$ cat src/rtl/pc_seq_ctrl_pkg.sv
// Shared types and constants for the next-PC sequencer: FSM state encoding,
// npc source select codes and the default fetch/exception vectors.
package pc_seq_ctrl_pkg;

   localparam logic [31:0] DEF_RESET_VEC = 32'h0000_3000;
   localparam logic [31:0] DEF_EXC_VEC   = 32'h0000_4180;

   typedef enum logic [1:0] {
      RUN   = 2'd0,
      REDIR = 2'd1,
      HALT  = 2'd2
   } state_t;

   typedef enum logic [2:0] {
      SEL_PC4,
      SEL_BR,
      SEL_J,
      SEL_JR,
      SEL_EXC,
      SEL_EPC,
      SEL_HOLD
   } sel_t;

endpackage

$ cat src/rtl/pc_seq_ctrl_npc_calc.sv
// Combinational target arithmetic and next-PC source mux. All sums wrap
// modulo 2^32; the select code alone decides which candidate reaches npc.
module pc_seq_ctrl_npc_calc
   import pc_seq_ctrl_pkg::*;
#(
   parameter logic [31:0] EXC_VEC = DEF_EXC_VEC
) (
   input  logic [31:0] pc,
   input  logic [15:0] br_imm,
   input  logic [25:0] j_idx,
   input  logic [31:0] jr_target,
   input  logic [31:0] epc,
   input  sel_t        sel,
   output logic [31:0] npc
);

   logic [31:0] pc4;
   logic [31:0] br_target;
   logic [31:0] j_target;

   assign pc4       = pc + 32'd4;
   // Word offset, sign-extended, then scaled to bytes.
   assign br_target = pc4 + {{14{br_imm[15]}}, br_imm, 2'b00};
   // Jump stays within the 256 MB region of the delay-slot address.
   assign j_target  = {pc4[31:28], j_idx, 2'b00};

   // Source mux driven by the controller's select code.
   always_comb begin
      unique case (sel)
         SEL_PC4:  npc = pc4;
         SEL_BR:   npc = br_target;
         SEL_J:    npc = j_target;
         SEL_JR:   npc = jr_target;
         SEL_EXC:  npc = EXC_VEC;
         SEL_EPC:  npc = epc;
         SEL_HOLD: npc = pc;
         default:  npc = pc;
      endcase
   end

endmodule

$ cat src/rtl/pc_seq_ctrl.sv
// Next-PC sequencer: chooses the fetch source each cycle, drives the PC
// register load enable and fetch flush, and owns the EPC/EXL exception state.
module pc_seq_ctrl
   import pc_seq_ctrl_pkg::*;
#(
   parameter logic [31:0] RESET_VEC = DEF_RESET_VEC,
   parameter logic [31:0] EXC_VEC   = DEF_EXC_VEC
) (
   input  logic        clk,
   input  logic        rst_n,
   input  logic [31:0] pc,
   input  logic        stall,
   input  logic        br_taken,
   input  logic [15:0] br_imm,
   input  logic        j_req,
   input  logic [25:0] j_idx,
   input  logic        jr_req,
   input  logic [31:0] jr_target,
   input  logic        exc_req,
   input  logic        eret,
   input  logic        halt_req,
   output logic [31:0] npc,
   output logic        pc_we,
   output logic        flush,
   output logic [31:0] epc,
   output logic        exl,
   output logic        halted
);

   state_t      state;
   state_t      state_nxt;
   sel_t        sel;
   logic        we_c;
   logic        flush_c;
   logic        take_exc;
   logic        take_eret;
   logic [31:0] npc_calc;

   pc_seq_ctrl_npc_calc #(
      .EXC_VEC (EXC_VEC)
   ) u_npc_calc (
      .pc        (pc),
      .br_imm    (br_imm),
      .j_idx     (j_idx),
      .jr_target (jr_target),
      .epc       (epc),
      .sel       (sel),
      .npc       (npc_calc)
   );

   // Decode requests into a source select, enables and the next FSM state.
   // NOTE: every output gets a default first so no path leaves a latch.
   always_comb begin
      sel       = SEL_PC4;
      we_c      = 1'b1;
      flush_c   = 1'b0;
      state_nxt = state;
      take_exc  = 1'b0;
      take_eret = 1'b0;
      unique case (state)
         RUN: begin
            if (exc_req && !exl) begin
               sel       = SEL_EXC;
               flush_c   = 1'b1;
               take_exc  = 1'b1;
               state_nxt = REDIR;
            end else if (stall) begin
               sel  = SEL_HOLD;
               we_c = 1'b0;
            end else if (eret) begin
               sel       = SEL_EPC;
               flush_c   = 1'b1;
               take_eret = 1'b1;
               state_nxt = REDIR;
            end else if (jr_req) begin
               sel       = SEL_JR;
               flush_c   = 1'b1;
               state_nxt = REDIR;
            end else if (j_req) begin
               sel       = SEL_J;
               flush_c   = 1'b1;
               state_nxt = REDIR;
            end else if (br_taken) begin
               sel       = SEL_BR;
               flush_c   = 1'b1;
               state_nxt = REDIR;
            end else if (halt_req) begin
               sel       = SEL_HOLD;
               we_c      = 1'b0;
               state_nxt = HALT;
            end
         end
         REDIR: begin
            // Bubble cycle: wrong-path control flow is dropped, exceptions are not.
            flush_c = 1'b1;
            if (exc_req && !exl) begin
               sel       = SEL_EXC;
               take_exc  = 1'b1;
               state_nxt = REDIR;
            end else begin
               state_nxt = RUN;
            end
         end
         HALT: begin
            sel  = SEL_HOLD;
            we_c = 1'b0;
         end
         default: begin
            state_nxt = RUN;
         end
      endcase
   end

   // While reset is held the PC register sees the reset vector and no load.
   assign npc   = rst_n ? npc_calc : RESET_VEC;
   assign pc_we = rst_n & we_c;
   assign flush = rst_n & flush_c;

   // FSM state plus exception and halt registers, synchronous reset.
   // NOTE: sequential state uses non-blocking assignments only.
   always_ff @(posedge clk) begin
      if (!rst_n) begin
         state  <= RUN;
         epc    <= 32'h0;
         exl    <= 1'b0;
         halted <= 1'b0;
      end else begin
         state  <= state_nxt;
         halted <= (state_nxt == HALT);
         if (take_exc) begin
            epc <= pc;
            exl <= 1'b1;
         end else if (take_eret) begin
            exl <= 1'b0;
         end
      end
   end

endmodule

$ cat config.mk
export PLATFORM = sky130hd
export DESIGN_NAME = pc_seq_ctrl
export DESIGN_NICKNAME = d
export VERILOG_FILES = /design/src/rtl/pc_seq_ctrl_pkg.sv /design/src/rtl/pc_seq_ctrl_npc_calc.sv /design/src/rtl/pc_seq_ctrl.sv
export SDC_FILE = /design/constraint.sdc
export NUM_CORES = 1
export LEC_CHECK = 0
export CORE_ASPECT_RATIO = 0.6
export CORE_UTILIZATION = 48
export DETAILED_ROUTE_END_ITERATION = 8
export GPL_TIMING_DRIVEN = 1
export PLACE_DENSITY = 0.83
export SYNTH_ARGS = -nofsm -noshare
export SYNTH_HDL_FRONTEND = slang
export SYNTH_HIERARCHICAL = 1
export SYNTH_SLANG_ARGS = --single-unit
$ cat constraint.sdc
create_clock -name clk -period 6.46 [get_ports clk]
set_input_delay 1.292 -clock clk [delete_from_list [all_inputs] [get_ports clk]]
set_output_delay 1.292 -clock clk [all_outputs]
set_load 0.01 [all_outputs]
==> out/summary.txt <==
Status -> finished, final reports clean
RePlAce Congestion -> 0.991
CP dominant cell by count -> a2111oi_4
Setup crit end kind -> output pin
Slew headroom -> 40.3%
Slowest-stage cell, CP -> clkdlybuf4s50_1
Synth Register Bits -> 36
Netlist Area Pre-Place -> 5540 sq um
Setup CP Type -> in2out
Final period util -> 98.0%
First-pass GRT wire length -> 36,000 microns
Die Span Y -> 85.2 microns
Fraction of synthesized cell area in xor and xnor cells -> 7.56%
Share of power burned in registers -> 19.3%
Core area -> 10,900 sq um
Finished Layout Cells -> 1,224
Avg Inst Size Synth -> 6.98 sq um
Final WL -> 24,100 microns
Placed Cells incl. Taps -> 1,201
Gr ovfl total -> 0
Inserted Clock Buffers -> 5
Layout area overhead -> 60.6%
Commonest non-fill, non-tap cell in the layout -> clkdlybuf4s50_1
Antenna diode instance count -> 0
Clock Tree Root -> clkbuf_16
Slew Viols, Final -> 0
DRC -> 0
Mux cell area share after synthesis -> 4.31%
Synthesized-area fraction occupied by adder cells -> 8.26%
Drt first pass iters -> 6
Hold Path Class -> reg2reg
Max Freq -> 158 MHz
Static Leak -> 3.83 nW
Die Wd -> 141 microns
Fraction of registers with async set/reset -> 0%
Syn Inst Count -> 794
Die area -> 12,000 sq um
Post-synth EDFFs -> 0
Nets -> 1,236
Post-synthesis simple-gate area fraction -> 27.1%
Clock Skew -> 2.85 ps
HPWL Detailed -> 18,200 microns
CTS Sinks -> 36
Worst path required time -> 5170 ps
Crit path DAT -> 5040 ps
PD cells -> 145 nW/um^2
Final ANT Viol Nets -> 0
Largest net degree at the start of global routing -> 58
CP cell instances -> clkdlybuf4s50_1 > nand2_1 > or2_4 > xnor2_1 > ha_1 > a2111oi_4 > buf_4 > a2111oi_4 > o2111ai_2 > a211oi_2 > o22ai_2 > or4_1 > nand3_1 > and2_1 > clkdlybuf4s15_2
Yosys cell types -> 78
Clk pin slew, worst setup/hold paths -> 50 ps
Mapped Nets -> 945
PortBufs -> 182
Worst skew pair latency -> 280 ps
Register area share after synthesis -> 13.0%
Internal -> 0.782 mW
NetSw -> 0.507 mW
Vias/cell -> 6.22
Clock power share -> 19.6%
Post-synthesis compound-gate area fraction -> 34.0%
Critical-path maximum fanout -> 4
Switch share -> 39.3%
Largest family of logic cells by synthesized area -> compound AO/OA/AOI/OAI gates
Post-CTS Hold Fix Bufs -> 0
Top cell family by delay on the critical path -> compound AO/OA/AOI/OAI gates
IO Count -> 183
CP Launch Type -> input pin
Initial cell density of the core -> 50.9%
Hold Slack -> 468 ps
Count of buffer and inverter cells on the critical path -> 3
Worst-case clock buffer depth -> 2
Final min period -> 6330 ps
Most frequent cells in the layout -> clkdlybuf4s50_1 (160), buf_4 (150), nand2_1 (121)
Setup violations, final -> 0
Vias post-DR -> 7,615
Gr usage total -> 38.3%
VDD IR max -> 0.000123 V
Synthesis Warnings -> 6
Row cnt -> 29
Max-cap check violation count -> 0
TritonCTS clock tree -> built
Final Hold Vio Count -> 0
Drt wl/cell -> 19.7 microns
Main synth FF type -> dfxtp_1
Layout cell share with drive strength beyond 1 -> 21.8%
Worst Tran Pin Value -> 895 ps
# H-tree levels -> 2
Vias in the first global route -> 6,952
Logic pwr share -> 61.1%
Starting DRT DRC Count -> 928
CP max stage delay -> 480 ps
Initial antenna violation count -> 0
==> final cells by class <==
type	count	area [sq um]
multi-input cells	683	4780
repair buffers	335	2980
fillers	716	1980
flip-flops and latches	36	721
well taps	139	174
clock buffers	7	153
inverters	24	90.1
==> metal layers <==
layer / global-route usage, % / up-vias / share of wire, %
li1: - / 3479 / -
met1: 49.7 / 3487 / 40
met2: 62.6 / 574 / 44
met3: 9.14 / 75 / 13
met4: 12.7 / 0 / 3.6
met5: 0 / - / 0
==> logic make-up after synthesis <==
logic type,count (synthesis)
simple gates,308
fa+ha+maj,36
flops,36
compound gates,269
mux,23
xor+xnor,47
buf+inv,75
==> sequential cells by signal, summed over array words and instances, names as in the netlist <==
signal,count
epc,32
exl,1
halted,1
state,2
==> path summary, 6_finish.rpt <==
kind              startpoint  endpoint  slack (ps)  depth (start not counted)
setup / recovery       pc[6]   npc[29]         130                         15
hold / removal       epc[30]   epc[30]         470                          2
setup reg to reg    state[1]    epc[0]        5040                          4
hold reg to reg      epc[30]   epc[30]         470                          2
==> cell usage after synthesis (6+ instances only) <==
library cell / n / share of area [%]
a211oi_1: 6 / 0.81
a21boi_0: 7 / 0.95
a21boi_1: 29 / 3.9
a21o_1: 14 / 1.9
a21oi_1: 68 / 6.1
a221oi_1: 11 / 1.7
a31oi_1: 6 / 0.68
and2_1: 34 / 3.8
and3_1: 9 / 1.0
clkbuf_1: 39 / 2.6
dfxtp_1: 36 / 13
ha_1: 35 / 7.9
inv_1: 23 / 1.6
mux2_2: 7 / 1.4
mux2i_1: 16 / 2.9
nand2_1: 122 / 8.3
nand2b_1: 7 / 0.79
nand3_1: 22 / 2.0
nand4_1: 12 / 1.4
nor2_1: 60 / 4.1
nor2b_1: 6 / 0.68
nor3_1: 14 / 1.3
o21a_1: 14 / 1.9
o21ai_0: 26 / 2.3
o22a_1: 8 / 1.3
o22ai_1: 13 / 1.5
xnor2_1: 32 / 5.1
xor2_1: 14 / 2.2
==> power groups by stage <==
| stage | Clock (mW) | Sequential [mW] | Combinational (mW) |
|---|---|---|---|
| final | 0.252 | 0.249 | 0.788 |
| after global routing | 0.264 | 0.250 | 0.834 |
| after CTS | 0.253 | 0.248 | 0.747 |
| after detailed placement | 0 | 0.253 | 0.731 |
| after global placement | 0 | 0.252 | 0.725 |
| after floorplan | 0 | 0.256 | 0.379 |
==> worst register-to-register path, cell delays in order (launching register included) <==
cell and delay, ps:
dfxtp_1 470, or3b_1 200, buf_4 350, nand2_1 140, a21boi_1 180
==> repair_timing <==
action / in CTS / in global routing
buffers inserted: 8 / 8
setup endpoints to repair: 17 / 21
resized for setup: 50 / 31
pin swaps: 14 / 20
==> metrics by stage <==
| stage | instance area [sq um] | power, mW | util, % | setup slack (ps) | setup TNS (ps) |
|---|---|---|---|---|---|
| after floorplan | 5540 | 0.636 | - | 808 | 0 |
| after global placement | 8360 | 0.978 | 76.8 | -309 | -2130 |
| after detailed placement | 8360 | 0.984 | 76.8 | -406 | -3170 |
| after CTS | 8700 | 1.25 | 79.9 | 27.4 | 0 |
| after global routing | 8900 | 1.35 | 81.8 | -41.8 | -64.9 |
| final | 8900 | 1.29 | 81.8 | 130 | 0 |
(Power assumes the default switching activity.)
